File: config.mk
export PLATFORM = sky130hd
export DESIGN_NAME = drive_cmd_decoder
export DESIGN_NICKNAME = d
export VERILOG_FILES = /design/src/rtl/drive_cmd_pkg.sv /design/src/rtl/duty_ramp.sv /design/src/rtl/drive_cmd_decoder.sv
export SDC_FILE = /design/constraint.sdc
export NUM_CORES = 1
export LEC_CHECK = 0
export ABC_AREA = 1
export CORE_MARGIN = 3
export CORE_UTILIZATION = 45
export DETAILED_ROUTE_END_ITERATION = 6
export PLACE_DENSITY_LB_ADDON = 0.2
export RECOVER_POWER = 50
export SYNTH_ARGS = -nofsm -noshare
export SYNTH_HDL_FRONTEND = slang
export SYNTH_SLANG_ARGS = --single-unit
File: constraint.sdc
create_clock -name clk -period 4.8 [get_ports clk]
set_clock_uncertainty 0.2 [all_clocks]
set_input_delay 1.2 -clock clk [delete_from_list [all_inputs] [get_ports clk]]
set_output_delay 1.2 -clock clk [all_outputs]
set_load 0.03 [all_outputs]
File: src/rtl/drive_cmd_pkg.sv
// Shared mode codes and ASCII command constants for the drive command decoder.
package drive_cmd_pkg;

  typedef enum logic [1:0] {
    MODE_IDLE   = 2'd0,
    MODE_MANUAL = 2'd1,
    MODE_TRACK  = 2'd2,
    MODE_VISION = 2'd3
  } mode_t;

  localparam logic [7:0] CH_0 = 8'h30;
  localparam logic [7:0] CH_1 = 8'h31;
  localparam logic [7:0] CH_2 = 8'h32;
  localparam logic [7:0] CH_3 = 8'h33;
  localparam logic [7:0] CH_W = 8'h57;
  localparam logic [7:0] CH_A = 8'h41;
  localparam logic [7:0] CH_S = 8'h53;
  localparam logic [7:0] CH_D = 8'h44;
  localparam logic [7:0] CH_H = 8'h48;
  localparam logic [7:0] CH_N = 8'h4E;
  localparam logic [7:0] CH_L = 8'h4C;
  localparam logic [7:0] CASE_OFFSET = 8'h20;

  // Folds lowercase letters onto uppercase so command matching is case-insensitive.
  function automatic logic [7:0] to_upper(input logic [7:0] c);
    if (c >= 8'h61 && c <= 8'h7A) return c - CASE_OFFSET;
    return c;
  endfunction

endpackage

File: src/rtl/duty_ramp.sv
// Free-running tick divider plus step/clamp logic that walks duty toward target.
module duty_ramp #(
  parameter int             N          = 32,
  parameter logic [N-1:0]   RAMP_STEP  = {{5{1'b0}}, 1'b1, {(N-6){1'b0}}},
  parameter int             RAMP_DIV   = 50000,
  parameter logic [N-1:0]   DUTY_RESET = {1'b1, {(N-1){1'b0}}}
) (
  input  logic         clk,
  input  logic         rst_n,
  input  logic [N-1:0] target,
  output logic [N-1:0] duty
);

  localparam int CW = (RAMP_DIV > 1) ? $clog2(RAMP_DIV) : 1;
  localparam logic [CW-1:0] DIV_LAST = CW'(RAMP_DIV - 1);

  logic [CW-1:0] tick_cnt;
  logic          tick;
  logic [N:0]    diff;
  logic [N-1:0]  duty_next;

  assign tick = (tick_cnt == DIV_LAST);

  // Distance is taken one bit wider than duty so the clamp test cannot wrap.
  always_comb begin
    diff      = '0;
    duty_next = duty;
    if ({1'b0, target} >= {1'b0, duty}) diff = {1'b0, target} - {1'b0, duty};
    else                                diff = {1'b0, duty} - {1'b0, target};
    if (RAMP_STEP == '0 || diff <= {1'b0, RAMP_STEP}) duty_next = target;
    else if (target > duty)                           duty_next = duty + RAMP_STEP;
    else                                              duty_next = duty - RAMP_STEP;
  end

  always_ff @(posedge clk or negedge rst_n) begin
    if (!rst_n) begin
      tick_cnt <= '0;
      duty     <= DUTY_RESET;
    end else begin
      tick_cnt <= tick ? '0 : tick_cnt + 1'b1;
      if (tick) duty <= duty_next;
    end
  end

endmodule

File: src/rtl/drive_cmd_decoder.sv
// Decodes strobed UART command bytes into drive mode, steering lines and ramped PWM duty,
// with a watchdog that stops the car when manual commands go quiet.
module drive_cmd_decoder
  import drive_cmd_pkg::*;
#(
  parameter int           N              = 32,
  parameter logic [N-1:0] DUTY_HI        = 32'd1288490188,
  parameter logic [N-1:0] DUTY_MID       = 32'd2147483648,
  parameter logic [N-1:0] DUTY_LO        = 32'd2791728742,
  parameter logic [N-1:0] RAMP_STEP      = {{5{1'b0}}, 1'b1, {(N-6){1'b0}}},
  parameter int           RAMP_DIV       = 50000,
  parameter int           TIMEOUT_CYCLES = 25000000
) (
  input  logic         clk,
  input  logic         rst_n,
  input  logic         rx_valid,
  input  logic [7:0]   rx_data,
  input  logic [2:0]   track_dir,
  input  logic [2:0]   vision_dir,
  output logic [1:0]   mode,
  output logic         left,
  output logic         straight,
  output logic         right,
  output logic [N-1:0] duty,
  output logic         cmd_err,
  output logic         timeout
);

  localparam int WCW = $clog2(TIMEOUT_CYCLES);
  localparam logic [WCW-1:0] WD_LAST = WCW'(TIMEOUT_CYCLES - 1);

  mode_t          mode_q, new_mode;
  logic [N-1:0]   target, speed_tgt;
  logic [2:0]     man_steer, man_next, steer_byte, steer_next;
  logic [WCW-1:0] wd_cnt;
  logic [7:0]     up;
  logic           is_mode, is_steer, is_speed, bad_byte, mode_change, wd_expire;

  assign mode = mode_q;

  // Steering vectors are ordered {left, straight, right}, matching track_dir/vision_dir.
  always_comb begin
    up         = to_upper(rx_data);
    is_mode    = 1'b0;
    is_steer   = 1'b0;
    is_speed   = 1'b0;
    bad_byte   = 1'b0;
    new_mode   = mode_q;
    steer_byte = 3'b000;
    speed_tgt  = target;
    if (rx_valid) begin
      case (up)
        CH_0: begin is_mode = 1'b1;  new_mode   = MODE_IDLE;   end
        CH_1: begin is_mode = 1'b1;  new_mode   = MODE_MANUAL; end
        CH_2: begin is_mode = 1'b1;  new_mode   = MODE_TRACK;  end
        CH_3: begin is_mode = 1'b1;  new_mode   = MODE_VISION; end
        CH_W: begin is_steer = 1'b1; steer_byte = 3'b010;      end
        CH_A: begin is_steer = 1'b1; steer_byte = 3'b100;      end
        CH_D: begin is_steer = 1'b1; steer_byte = 3'b001;      end
        CH_S: begin is_steer = 1'b1; steer_byte = 3'b000;      end
        CH_H: begin is_speed = 1'b1; speed_tgt  = DUTY_HI;     end
        CH_N: begin is_speed = 1'b1; speed_tgt  = DUTY_MID;    end
        CH_L: begin is_speed = 1'b1; speed_tgt  = DUTY_LO;     end
        default: bad_byte = 1'b1;
      endcase
    end

    mode_change = is_mode && (new_mode != mode_q);
    wd_expire   = (mode_q == MODE_MANUAL) && !rx_valid && (wd_cnt == WD_LAST);

    man_next = man_steer;
    if (mode_change || wd_expire)                 man_next = 3'b000;
    else if (is_steer && mode_q == MODE_MANUAL)   man_next = steer_byte;

    case (mode_q)
      MODE_IDLE:   steer_next = 3'b000;
      MODE_MANUAL: steer_next = man_next;
      MODE_TRACK:  steer_next = track_dir;
      MODE_VISION: steer_next = vision_dir;
      default:     steer_next = 3'b000;
    endcase
    if (mode_change) steer_next = 3'b000;
  end

  // A byte arriving on the expiry cycle wins: it clears the counter and keeps timeout low.
  always_ff @(posedge clk or negedge rst_n) begin
    if (!rst_n) begin
      mode_q                  <= MODE_IDLE;
      target                  <= DUTY_MID;
      man_steer               <= 3'b000;
      {left, straight, right} <= 3'b000;
      cmd_err                 <= 1'b0;
      timeout                 <= 1'b0;
      wd_cnt                  <= '0;
    end else begin
      if (is_mode)  mode_q <= new_mode;
      if (is_speed) target <= speed_tgt;
      man_steer               <= man_next;
      {left, straight, right} <= steer_next;
      cmd_err                 <= bad_byte;
      if (rx_valid)       timeout <= 1'b0;
      else if (wd_expire) timeout <= 1'b1;
      if (mode_q != MODE_MANUAL || rx_valid) wd_cnt <= '0;
      else if (wd_cnt != WD_LAST)            wd_cnt <= wd_cnt + 1'b1;
    end
  end

  duty_ramp #(
    .N          (N),
    .RAMP_STEP  (RAMP_STEP),
    .RAMP_DIV   (RAMP_DIV),
    .DUTY_RESET (DUTY_MID)
  ) u_ramp (
    .clk    (clk),
    .rst_n  (rst_n),
    .target (target),
    .duty   (duty)
  );

endmodule

==> results of run 1 <==
==> worst max path at each step <==
stage	slack, ps	to	cells past startpoint
global placement	1160	u_ramp.duty[31]	15
CTS	990	u_ramp.duty[31]	15
detailed placement	1030	u_ramp.duty[31]	15
finish	980	u_ramp.duty[31]	15
floorplan	1410	u_ramp.duty[31]	17
global route	560	u_ramp.duty[31]	15
==> registers in the layout (all words and copies together) (netlist names) <==
name,cells
wd_cnt,25
cmd_err,1
u_ramp.duty,9
straight,1
timeout,1
target,4
mode,2
left,1
man_steer,3
u_ramp.tick_cnt,16
right,1
==> Yosys cell counts, types with 5 or more instances <==
master	count	area share, %
sky130_fd_sc_hd__a21oi_1	32	3.2
sky130_fd_sc_hd__nor4_1	13	1.6
sky130_fd_sc_hd__ha_1	25	6.2
sky130_fd_sc_hd__nor2_2	5	0.62
sky130_fd_sc_hd__clkbuf_1	5	0.37
sky130_fd_sc_hd__and3_1	5	0.62
sky130_fd_sc_hd__nand2_1	170	13
sky130_fd_sc_hd__nand2_2	5	0.62
sky130_fd_sc_hd__dfrtp_1	62	31
sky130_fd_sc_hd__xor2_1	15	2.6
sky130_fd_sc_hd__inv_1	117	8.7
sky130_fd_sc_hd__nand4_1	22	2.7
sky130_fd_sc_hd__nand3_1	69	6.8
sky130_fd_sc_hd__buf_4	28	4.1
sky130_fd_sc_hd__nor2_1	79	5.8
sky130_fd_sc_hd__nor3_1	17	1.7
sky130_fd_sc_hd__o21ai_0	24	2.4
==> area by class of cell <==
cell class | instances | area share, %
clock inverter | 5 | 0.968
multi-input combinational | 528 | 48.3
sequential | 64 | 27.6
inverter | 119 | 7.68
timing repair buffer | 50 | 8.31
tap | 140 | 3.01
clock buffer | 11 | 4.17
==> power breakdown <==
group          total, mW  internal (mW)  leakage, nW  switching [mW]
logic              0.364          0.123         1.79           0.241
registers          0.578          0.560        0.845          0.0179
clock network      0.647          0.415        0.145           0.233
total               1.59           1.10         2.78           0.491
==> kinds of logic (layout without fill, tap and decap cells) <==
| family | after synthesis | in the layout |
|---|---|---|
| flops | 64 | 64 |
| simple gates | 394 | 394 |
| compound gates | 82 | 82 |
| xor+xnor | 17 | 17 |
| buf+inv | 153 | 185 |
| fa+ha+maj | 28 | 28 |
| other cells | 1 | 7 |
==> critical path, cell delays in order, from the launching register on <==
cell and delay [ps]:
sky130_fd_sc_hd__dfrtp_1 490, sky130_fd_sc_hd__inv_1 100, sky130_fd_sc_hd__ha_1 490, sky130_fd_sc_hd__nand2_2 140
sky130_fd_sc_hd__nor2_2 190, sky130_fd_sc_hd__nand2_2 120, sky130_fd_sc_hd__o21ai_0 740, sky130_fd_sc_hd__ha_1 420
sky130_fd_sc_hd__a21oi_1 170, sky130_fd_sc_hd__nand2_1 90, sky130_fd_sc_hd__nand2_1 60, sky130_fd_sc_hd__nand2_1 40
sky130_fd_sc_hd__a21oi_1 150, sky130_fd_sc_hd__xor2_1 160, sky130_fd_sc_hd__nand3_1 90, sky130_fd_sc_hd__nand3_1 90
==> layer usage <==
metal	share of wire, %	global-route usage (%)	vias up
li1	-	-	2431
met1	49	28.7	2249
met2	45	32.0	128
met3	5.1	3.67	13
met4	0.77	3.29	0
met5	0	0	-
==> through the flow <==
stage | hold WS (ps) | utilization (%) | total power [mW] | cell area, um2
after floorplan | 225 | - | 0.853 | 5100
after global placement | 241 | 50.5 | 0.944 | 5520
after detailed placement | 261 | 50.5 | 0.948 | 5520
after CTS | 269 | 53.2 | 1.60 | 5820
after global routing | 295 | 53.2 | 1.68 | 5810
final | 265 | 53.2 | 1.59 | 5810
==> results_tabular.tex, run 1 <==
\begin{tabular}{lr}
\hline
Metric & Value \\
\hline
\multicolumn{2}{l}{\textbf{Run}} \\
Count of maximum capacitance violations & 0 \\
\multicolumn{2}{l}{\textbf{Critical path}} \\
Launching element type of the critical path & register \\
Flop-to-flop setup slack & 980 ps \\
Reg2reg end & u\_ramp.duty[31] \\
Crit path kind & reg2reg \\
Data arrival at the endpoint of the critical path & 3880 ps \\
Critical Path Fanout Max & 10 \\
Worst setup path startpoint & u\_ramp.duty[21] \\
Capturing element type of the critical path & register \\
Worst-case reg-to-reg path depth & 15 \\
Worst EP required & 4860 ps \\
R2R Path Start & u\_ramp.duty[21] \\
\multicolumn{2}{l}{\textbf{Timing}} \\
Max frequency & 0.262 GHz \\
Fin. Hold Viols & 0 \\
Actual transition at the worst max-transition pin & 1320 ps \\
Shortest clock period the worst path allows after layout & 3820 ps \\
Worst max-slew margin expressed relative to the limit & 12.1\% \\
Setup-violating endpoint count in the final report & 0 \\
Setup tns final & 0 ps \\
Worst Setup Slack, final & 980 ps \\
Final Slew Violations & 0 \\
Post-route fraction of the period consumed by the critical path & 79.6\% \\
RSZ-0062 raised after global routing & no \\
\multicolumn{2}{l}{\textbf{Floorplan}} \\
Ports & 56 \\
Number of rows in the core area & 38 \\
DIE AREA & 12,600 um2 \\
Starting density of the core & 46.4\% \\
Core Area & 10,900 um2 \\
Chip Width & 112 um \\
Floorplan die height & 112 um \\
\multicolumn{2}{l}{\textbf{Placement}} \\
Place WS & 1030 ps \\
Count of port buffers added during placement & 48 \\
DPL Wire Length & 9.49 mm \\
RD Place Congestion & 0.959 \\
Number of instances in the placed design & 901 \\
\multicolumn{2}{l}{\textbf{Synthesis}} \\
Summed instance area of the synthesized netlist & 5070 um2 \\
Share of the yosys chip area belonging to registers & 31.6\% \\
Per-instance average area after synthesis & 6.87 um2 \\
Simple-gate share of the synthesized area & 34.8\% \\
Share of cell area taken by muxes after synthesis & 0\% \\
Area fraction in compound gates after synthesis & 9.69\% \\
Synthesis warning total & 0 \\
Fraction of the mapped netlist area in adder cells & 7.35\% \\
Post-synthesis share of cell area spent on xor and xnor gates & 2.93\% \\
Synth Flop Type & sky130\_fd\_sc\_hd\_\_dfrtp\_1 \\
Number of flops mapped to enable cells by yosys & 0 \\
Async S/R FF share, synth & 100\% \\
Number of cells produced by synthesis & 739 \\
Number of unique standard cell types used by synthesis & 44 \\
Synthesized flop and latch total & 64 \\
Combinational family with the most area after synthesis & simple AND/OR/NAND/NOR gates \\
\multicolumn{2}{l}{\textbf{Finish}} \\
Area occupied by registers & 1600 um2 \\
Fraction of final layout cells with drive strength greater than 1 & 5.41\% \\
Combined area of the multi-input logic cells & 2810 um2 \\
Most common cell after layout, fill and taps aside & sky130\_fd\_sc\_hd\_\_nand2\_1 \\
Antenna fix cells & 0 \\
FILL cells & 1,075 \\
Area growth, synth to finish & 14.6\% \\
Top library cells by usage in the layout, fill and taps aside & 170 x sky130\_fd\_sc\_hd\_\_nand2\_1, 117 x sky130\_fd\_sc\_hd\_\_inv\_1, 79 x sky130\_fd\_sc\_hd\_\_nor2\_1, 69 x sky130\_fd\_sc\_hd\_\_nand3\_1, 62 x sky130\_fd\_sc\_hd\_\_dfrtp\_1 \\
Number of cells in the finished layout apart from fillers & 917 \\
Fin nets & 817 \\
\multicolumn{2}{l}{\textbf{Detailed routing}} \\
Vias per inst & 5.26 \\
Wire length reported by the detailed router & 12.2 mm \\
Antenna Nets Post-Route & 0 \\
Vias & 4,821 \\
DRC Markers & 0 \\
Number of DRC markers after the initial detailed-route iteration & 344 \\
Detailed Routing Iterations Pass 1 & 5 \\
Per-cell routed wire length & 13.4 um \\
\multicolumn{2}{l}{\textbf{Status}} \\
Result of the run & finished, final reports clean \\
\multicolumn{2}{l}{\textbf{Clocking}} \\
Post-CTS resize count & 0 \\
Clock tree from TritonCTS & built \\
Clock-pin slew of the registers on the worst-case setup and hold paths & 50 ps \\
Buffer cell driving the clock tree root & sky130\_fd\_sc\_hd\_\_clkbuf\_16 \\
Hold bufs inserted after CTS & 0 \\
H-tree levels & 3 \\
Sinks on Clock Net & 64 \\
Source-to-sink clock delay at the later pin of the worst-skew pair & 330 ps \\
Maximum root-to-sink buffer count & 2 \\
TritonCTS Buffers & 9 \\
Count of buffers added by post-CTS timing repair for setup & 0 \\
\multicolumn{2}{l}{\textbf{Power and ir drop}} \\
Worst IR drop on VDD & 0.273 mV \\
Total power per unit cell area & 273 nW/um2 \\
Static power due to leakage & 2.78 nW \\
\multicolumn{2}{l}{\textbf{Global routing}} \\
Sum of overflow across all layers after global routing & 0 \\
Overall Global Routing Usage & 19.9\% \\
Pin count of the biggest net entering global routing & 41 \\
Number of global-route vias before repair & 4,555 \\
Wire length of the first global-routing pass & 21.1 mm \\
Initial antenna violation count & 0 \\
\multicolumn{2}{l}{\textbf{Hold path}} \\
Worst min path class & reg2reg \\
Sink of the worst hold path & u\_ramp.tick\_cnt[0] \\
Start point of the worst hold path & u\_ramp.tick\_cnt[0] \\
Number of instances on the worst hold path & 1 \\
\hline
\end{tabular}
Note: power is estimated with default switching activity, not from simulation.
==> run 2, diff against run 1 <==
- clock period: 4.8 -> 3.95 ns (I/O delays scaled with it)
==> results_tabular.tex, run 2 (synthesized netlist as in run 1, its figures left out) <==
\begin{tabular}{lr}
\hline
Metric & Value \\
\hline
\multicolumn{2}{l}{\textbf{Floorplan}} \\
Chip Width & 112 um \\
Floorplan die height & 112 um \\
Starting density of the core & 46.4\% \\
Core Area & 10,900 um2 \\
DIE AREA & 12,600 um2 \\
Number of rows in the core area & 38 \\
Ports & 56 \\
\multicolumn{2}{l}{\textbf{Clocking}} \\
Maximum root-to-sink buffer count & 2 \\
Buffer cell driving the clock tree root & sky130\_fd\_sc\_hd\_\_clkbuf\_16 \\
H-tree levels & 3 \\
Count of buffers added by post-CTS timing repair for setup & 0 \\
Hold bufs inserted after CTS & 0 \\
Source-to-sink clock delay at the later pin of the worst-skew pair & 330 ps \\
Post-CTS resize count & 0 \\
Clock tree from TritonCTS & built \\
TritonCTS Buffers & 9 \\
Sinks on Clock Net & 64 \\
Clock-pin slew of the registers on the worst-case setup and hold paths & 60 ps \\
\multicolumn{2}{l}{\textbf{Detailed routing}} \\
Per-cell routed wire length & 13.5 um \\
Wire length reported by the detailed router & 12.4 mm \\
DRC Markers & 0 \\
Number of DRC markers after the initial detailed-route iteration & 315 \\
Detailed Routing Iterations Pass 1 & 6 \\
Vias & 4,903 \\
Antenna Nets Post-Route & 0 \\
Vias per inst & 5.32 \\
\multicolumn{2}{l}{\textbf{Finish}} \\
Area growth, synth to finish & 15.6\% \\
Fin nets & 822 \\
Top library cells by usage in the layout, fill and taps aside & 170 x sky130\_fd\_sc\_hd\_\_nand2\_1, 117 x sky130\_fd\_sc\_hd\_\_inv\_1, 79 x sky130\_fd\_sc\_hd\_\_nor2\_1, 69 x sky130\_fd\_sc\_hd\_\_nand3\_1, 62 x sky130\_fd\_sc\_hd\_\_dfrtp\_1 \\
Largest registers in the final layout & wd\_cnt (25), u\_ramp.tick\_cnt (16), u\_ramp.duty (9) \\
Number of flip-flops in the largest register & 25 \\
Fin area & 5870 um2 \\
Register with the most flip-flops & wd\_cnt \\
Utilization after layout & 53.7\% \\
Antenna fix cells & 0 \\
Most common cell after layout, fill and taps aside & sky130\_fd\_sc\_hd\_\_nand2\_1 \\
Fraction of final layout cells with drive strength greater than 1 & 5.76\% \\
\multicolumn{2}{l}{\textbf{Global routing}} \\
Pin count of the biggest net entering global routing & 45 \\
Initial antenna violation count & 0 \\
Sum of overflow across all layers after global routing & 0 \\
Overall Global Routing Usage & 20.4\% \\
Wire length of the first global-routing pass & 21.6 mm \\
Number of global-route vias before repair & 4,747 \\
\multicolumn{2}{l}{\textbf{Critical path}} \\
Worst-case reg-to-reg path depth & 18 \\
R2R Path Start & u\_ramp.duty[21] \\
Flop-to-flop setup slack & 450 ps \\
Capturing element type of the critical path & register \\
Reg2reg end & u\_ramp.duty[31] \\
Critical Path Fanout Max & 10 \\
Data arrival at the endpoint of the critical path & 3570 ps \\
Launching element type of the critical path & register \\
Worst EP required & 4020 ps \\
Crit path kind & reg2reg \\
\multicolumn{2}{l}{\textbf{Status}} \\
Result of the run & finished with violations \\
Violated checks & capacitance limit, slew limit \\
\multicolumn{2}{l}{\textbf{Placement}} \\
Count of port buffers added during placement & 48 \\
Instance area at placement & 5560 um2 \\
DPL Wire Length & 9.54 mm \\
RD Place Congestion & 0.995 \\
\multicolumn{2}{l}{\textbf{Timing}} \\
Fin. Hold Viols & 0 \\
RSZ-0062 raised after global routing & no \\
Max frequency & 0.285 GHz \\
Actual transition at the worst max-transition pin & 2320 ps \\
Worst max-slew margin expressed relative to the limit & -54.3\% \\
Final Slew Violations & 45 \\
Post-route fraction of the period consumed by the critical path & 88.7\% \\
Setup tns final & 0 ps \\
Shortest clock period the worst path allows after layout & 3500 ps \\
Setup-violating endpoint count in the final report & 0 \\
\multicolumn{2}{l}{\textbf{Power and ir drop}} \\
Switching power & 0.620 mW \\
Total power per unit cell area & 345 nW/um2 \\
Worst IR drop on VDD & 0.258 mV \\
Internal power & 1.41 mW \\
Share of total power in combinational logic & 22.6\% \\
Share of power burned in the clock network & 42.7\% \\
Sequential share of power & 34.7\% \\
Static power due to leakage & 2.81 nW \\
Switching Share & 30.6\% \\
\multicolumn{2}{l}{\textbf{Hold path}} \\
Start point of the worst hold path & u\_ramp.tick\_cnt[0] \\
Sink of the worst hold path & u\_ramp.tick\_cnt[0] \\
Worst min path class & reg2reg \\
Number of instances on the worst hold path & 1 \\
\multicolumn{2}{l}{\textbf{Run}} \\
Count of maximum capacitance violations & 1 \\
\hline
\end{tabular}
==> run 2: cell count changes in the layout (fill, tap and decap cells not counted) <==
cell,change
sky130_fd_sc_hd__clkbuf_2,-1
sky130_fd_sc_hd__clkbuf_1,+1
sky130_fd_sc_hd__clkinv_2,-1
sky130_fd_sc_hd__bufinv_16,+1
sky130_fd_sc_hd__buf_4,+4
==> run 2: routing by layer <==
layer	share of wire, %	vias to the layer above	track usage, %	wire (um)
met1	46	2242	27.2	5730
li1	-	2446	-	-
met4	1.8	0	6.33	219
met2	45	194	33.5	5640
met5	0	-	0	0
met3	6.7	21	4.10	827
==> run 2: worst max path at each step <==
| stage | from | endpoint | slack, ps | cells past startpoint |
|---|---|---|---|---|
| finish | u_ramp.duty[21] | u_ramp.duty[31] | 450 | 18 |
| global route | u_ramp.duty[21] | u_ramp.duty[31] | 150 | 18 |
| CTS | u_ramp.duty[21] | u_ramp.duty[31] | 460 | 18 |
| detailed placement | u_ramp.duty[21] | u_ramp.duty[31] | 500 | 18 |
| global placement | rx_data[5] | left | 560 | 12 |
| floorplan | u_ramp.duty[21] | u_ramp.duty[31] | 560 | 17 |
==> run 2: final cells by class <==
| cell class | count | area [um2] |
|---|---|---|
| Fill cell | 1034 | 5070 |
| Multi-Input combinational cell | 528 | 2810 |
| Clock buffer | 10 | 239 |
| Sequential cell | 64 | 1600 |
| Timing Repair Buffer | 55 | 515 |
| Tap cell | 140 | 175 |
| Inverter | 119 | 447 |
| Clock inverter | 5 | 81.3 |
==> run 2: critical path, cell delays in order (launching register included) <==
cell and delay [ps]:
sky130_fd_sc_hd__dfrtp_1 510, sky130_fd_sc_hd__inv_1 100, sky130_fd_sc_hd__ha_1 300, sky130_fd_sc_hd__fa_1 480, sky130_fd_sc_hd__nand2_1 130, sky130_fd_sc_hd__nand2_1 70, sky130_fd_sc_hd__nand3_1 90, sky130_fd_sc_hd__nand3_2 90
sky130_fd_sc_hd__o21ai_0 110, sky130_fd_sc_hd__buf_4 190, sky130_fd_sc_hd__ha_1 280, sky130_fd_sc_hd__a21oi_1 160, sky130_fd_sc_hd__nand2_1 100, sky130_fd_sc_hd__nand2_1 70, sky130_fd_sc_hd__nand2_1 50, sky130_fd_sc_hd__a21oi_1 160
sky130_fd_sc_hd__xor2_1 160, sky130_fd_sc_hd__nand3_1 100, sky130_fd_sc_hd__nand3_1 100
==> run 2: metrics by stage <==
step / instances / hold slack, ps / worst slack, ps / total power, mW
after floorplan: 745 / 225 / 557 / 1.04
after global placement: 906 / 240 / 562 / 1.16
after detailed placement: 906 / 252 / 501 / 1.17
after CTS: 921 / 259 / 462 / 2.04
after global routing: 921 / 293 / 151 / 2.13
final: 921 / 258 / 447 / 2.03
==> run 2: power by group through the flow <==
| stage | Clock [mW] | Combinational [mW] | Sequential [mW] |
|---|---|---|---|
| after floorplan | 0 | 0.307 | 0.730 |
| after global placement | 0 | 0.446 | 0.716 |
| after detailed placement | 0 | 0.452 | 0.715 |
| after CTS | 0.883 | 0.457 | 0.704 |
| after global routing | 0.908 | 0.511 | 0.707 |
| final | 0.865 | 0.457 | 0.704 |
==> run 3, diff against run 2 <==
- CTS_CLUSTER_SIZE: not set -> 40
- MAX_ROUTING_LAYER: not set -> met4
- PLACE_DENSITY_LB_ADDON: 0.2 -> 0.3
==> results_tabular.tex, run 3 (synthesized netlist as in run 1, its figures left out) <==
\begin{tabular}{lr}
\hline
Metric & Value \\
\hline
\multicolumn{2}{l}{\textbf{Power and ir drop}} \\
Worst IR drop on VDD & 0.267 mV \\
Switching Share & 30.9\% \\
Share of total power in combinational logic & 23.8\% \\
Static power due to leakage & 2.80 nW \\
Share of power burned in the clock network & 39.5\% \\
Sequential share of power & 36.6\% \\
Switching power & 0.594 mW \\
Internal power & 1.33 mW \\
Total power per unit cell area & 329 nW/um2 \\
\multicolumn{2}{l}{\textbf{Clocking}} \\
Source-to-sink clock delay at the later pin of the worst-skew pair & 330 ps \\
Sinks on Clock Net & 64 \\
Maximum root-to-sink buffer count & 2 \\
Clock tree from TritonCTS & built \\
H-tree levels & 3 \\
Count of buffers added by post-CTS timing repair for setup & 0 \\
Buffer cell driving the clock tree root & sky130\_fd\_sc\_hd\_\_clkbuf\_16 \\
TritonCTS Buffers & 9 \\
Post-CTS resize count & 0 \\
Hold bufs inserted after CTS & 0 \\
Clock-pin slew of the registers on the worst-case setup and hold paths & 50 ps \\
\multicolumn{2}{l}{\textbf{Global routing}} \\
Overall Global Routing Usage & 20.8\% \\
Pin count of the biggest net entering global routing & 45 \\
Sum of overflow across all layers after global routing & 0 \\
Wire length of the first global-routing pass & 21.5 mm \\
Initial antenna violation count & 0 \\
Number of global-route vias before repair & 4,644 \\
\multicolumn{2}{l}{\textbf{Critical path}} \\
Delay-heaviest family, CP & adder cells \\
Critical Path Fanout Max & 10 \\
CP max stage cell & sky130\_fd\_sc\_hd\_\_dfrtp\_1 \\
Flop-to-flop setup slack & 410 ps \\
Data arrival at the endpoint of the critical path & 3600 ps \\
Launching element type of the critical path & register \\
Crit-path most repeated cell & sky130\_fd\_sc\_hd\_\_nand2\_1 \\
Crit path kind & reg2reg \\
Worst-path cell chain & inv\_1 > ha\_1 > fa\_1 > nand2\_1 > nand2\_1 > nand3\_1 > nand3\_2 > o21ai\_0 > ha\_1 > a21oi\_1 > nand2\_1 > nand2\_1 > nand2\_1 > a21oi\_1 > xor2\_1 > nand3\_1 > nand3\_1 \\
Slowest Stage Delay on Critical Path & 500 ps \\
Capturing element type of the critical path & register \\
Worst EP required & 4010 ps \\
Buffering stage count on the worst path with inverters included & 1 \\
\multicolumn{2}{l}{\textbf{Timing}} \\
Actual transition at the worst max-transition pin & 2300 ps \\
Worst max-slew margin expressed relative to the limit & -53.5\% \\
Setup-violating endpoint count in the final report & 0 \\
Shortest clock period the worst path allows after layout & 3540 ps \\
Final Slew Violations & 45 \\
Max frequency & 0.283 GHz \\
Setup tns final & 0 ps \\
RSZ-0062 raised after global routing & no \\
Post-route fraction of the period consumed by the critical path & 89.5\% \\
Fin. Hold Viols & 0 \\
\multicolumn{2}{l}{\textbf{Finish}} \\
Fraction of final layout cells with drive strength greater than 1 & 5.62\% \\
Antenna fix cells & 0 \\
Largest registers in the final layout & wd\_cnt (25), u\_ramp.tick\_cnt (16), u\_ramp.duty (9) \\
Utilization after layout & 53.4\% \\
Most common cell after layout, fill and taps aside & sky130\_fd\_sc\_hd\_\_nand2\_1 \\
Register with the most flip-flops & wd\_cnt \\
Area growth, synth to finish & 15.0\% \\
Fin nets & 823 \\
FILL cells & 1,030 \\
Top library cells by usage in the layout, fill and taps aside & 170 x sky130\_fd\_sc\_hd\_\_nand2\_1, 117 x sky130\_fd\_sc\_hd\_\_inv\_1, 79 x sky130\_fd\_sc\_hd\_\_nor2\_1, 69 x sky130\_fd\_sc\_hd\_\_nand3\_1, 62 x sky130\_fd\_sc\_hd\_\_dfrtp\_1 \\
Number of flip-flops in the largest register & 25 \\
\multicolumn{2}{l}{\textbf{Status}} \\
Violated checks & capacitance limit, slew limit \\
Result of the run & finished with violations \\
\multicolumn{2}{l}{\textbf{Hold path}} \\
Worst min path class & reg2reg \\
\multicolumn{2}{l}{\textbf{Detailed routing}} \\
DRC Markers & 0 \\
Routed wire length on met2 & 5.65 mm \\
Wire length reported by the detailed router & 12.4 mm \\
Met1 wire length & 5.90 mm \\
Vias & 4,876 \\
WL met3 & 699 um \\
Detailed Routing Iterations Pass 1 & 5 \\
Number of DRC markers after the initial detailed-route iteration & 361 \\
Antenna Nets Post-Route & 0 \\
Per-cell routed wire length & 13.5 um \\
Highest metal layer with signal wires & met4 \\
Vias per inst & 5.28 \\
\multicolumn{2}{l}{\textbf{Floorplan}} \\
Core Area & 10,900 um2 \\
Floorplan die height & 112 um \\
Chip Width & 112 um \\
Ports & 56 \\
Starting density of the core & 46.4\% \\
DIE AREA & 12,600 um2 \\
Number of rows in the core area & 38 \\
\multicolumn{2}{l}{\textbf{Placement}} \\
RD Place Congestion & 0.970 \\
Count of port buffers added during placement & 48 \\
DPL Wire Length & 9.51 mm \\
\multicolumn{2}{l}{\textbf{Run}} \\
Count of maximum capacitance violations & 1 \\
\hline
\end{tabular}
==> run 3: worst reg2reg max path, cell delays in order (launching register included) <==
cell and delay [ps]:
sky130_fd_sc_hd__dfrtp_1 500, sky130_fd_sc_hd__inv_1 110, sky130_fd_sc_hd__ha_1 300, sky130_fd_sc_hd__fa_1 480
sky130_fd_sc_hd__nand2_1 120, sky130_fd_sc_hd__nand2_1 60, sky130_fd_sc_hd__nand3_1 100, sky130_fd_sc_hd__nand3_2 90
sky130_fd_sc_hd__o21ai_0 240, sky130_fd_sc_hd__ha_1 390, sky130_fd_sc_hd__a21oi_1 170, sky130_fd_sc_hd__nand2_1 90
sky130_fd_sc_hd__nand2_1 60, sky130_fd_sc_hd__nand2_1 50, sky130_fd_sc_hd__a21oi_1 150, sky130_fd_sc_hd__xor2_1 160
sky130_fd_sc_hd__nand3_1 90, sky130_fd_sc_hd__nand3_1 100
==> run 3: power by group through the flow <==
| stage | registers, mW | logic, mW | clock network [mW] |
|---|---|---|---|
| 6_report | 0.704 | 0.458 | 0.760 |
| 5_1_grt | 0.707 | 0.512 | 0.816 |
| 3_5_place_dp | 0.714 | 0.455 | 0 |
| 4_1_cts | 0.703 | 0.457 | 0.778 |
| 2_1_floorplan | 0.730 | 0.307 | 0 |
| 3_3_place_gp | 0.714 | 0.442 | 0 |
==> run 3: per-stage QoR <==
step | hold slack [ps] | setup WS [ps] | power, mW | area (um2) | instances
floorplan | 225 | 557 | 1.04 | 5100 | 745
global placement | 241 | 553 | 1.16 | 5570 | 907
detailed placement | 267 | 461 | 1.17 | 5570 | 907
CTS | 273 | 439 | 1.94 | 5850 | 923
global route | 295 | 133 | 2.04 | 5840 | 923
finish | 263 | 413 | 1.92 | 5840 | 923
==> run 3: cell type report <==
cell class / count / area [um2] / area share [%]
multi-input combinational: 528 / 2810 / 48.1
timing repair buffer: 56 / 523 / 8.96
clock buffer: 12 / 236 / 4.05
tap: 140 / 175 / 3.00
clock inverter: 4 / 45.0 / 0.772
inverter: 119 / 447 / 7.65
sequential: 64 / 1600 / 27.5
==> run 3: metal layers <==
| layer | vias up | global-route usage (%) |
|---|---|---|
| li1 | 2440 | - |
| met1 | 2268 | 28.0 |
| met2 | 149 | 32.6 |
| met3 | 19 | 4.69 |
| met4 | 0 | 4.09 |
| met5 | - | - |
==> run 3: worst paths after layout <==
kind,cells past startpoint,endpoint,start
max,17,u_ramp.duty[31],u_ramp.duty[21]
min reg2reg,1,u_ramp.tick_cnt[0],u_ramp.tick_cnt[0]
min,1,u_ramp.tick_cnt[0],u_ramp.tick_cnt[0]
max reg2reg,17,u_ramp.duty[31],u_ramp.duty[21]
max in group asynchronous,2,u_ramp.tick_cnt[13],rst_n
min in group asynchronous,1,wd_cnt[14],rst_n
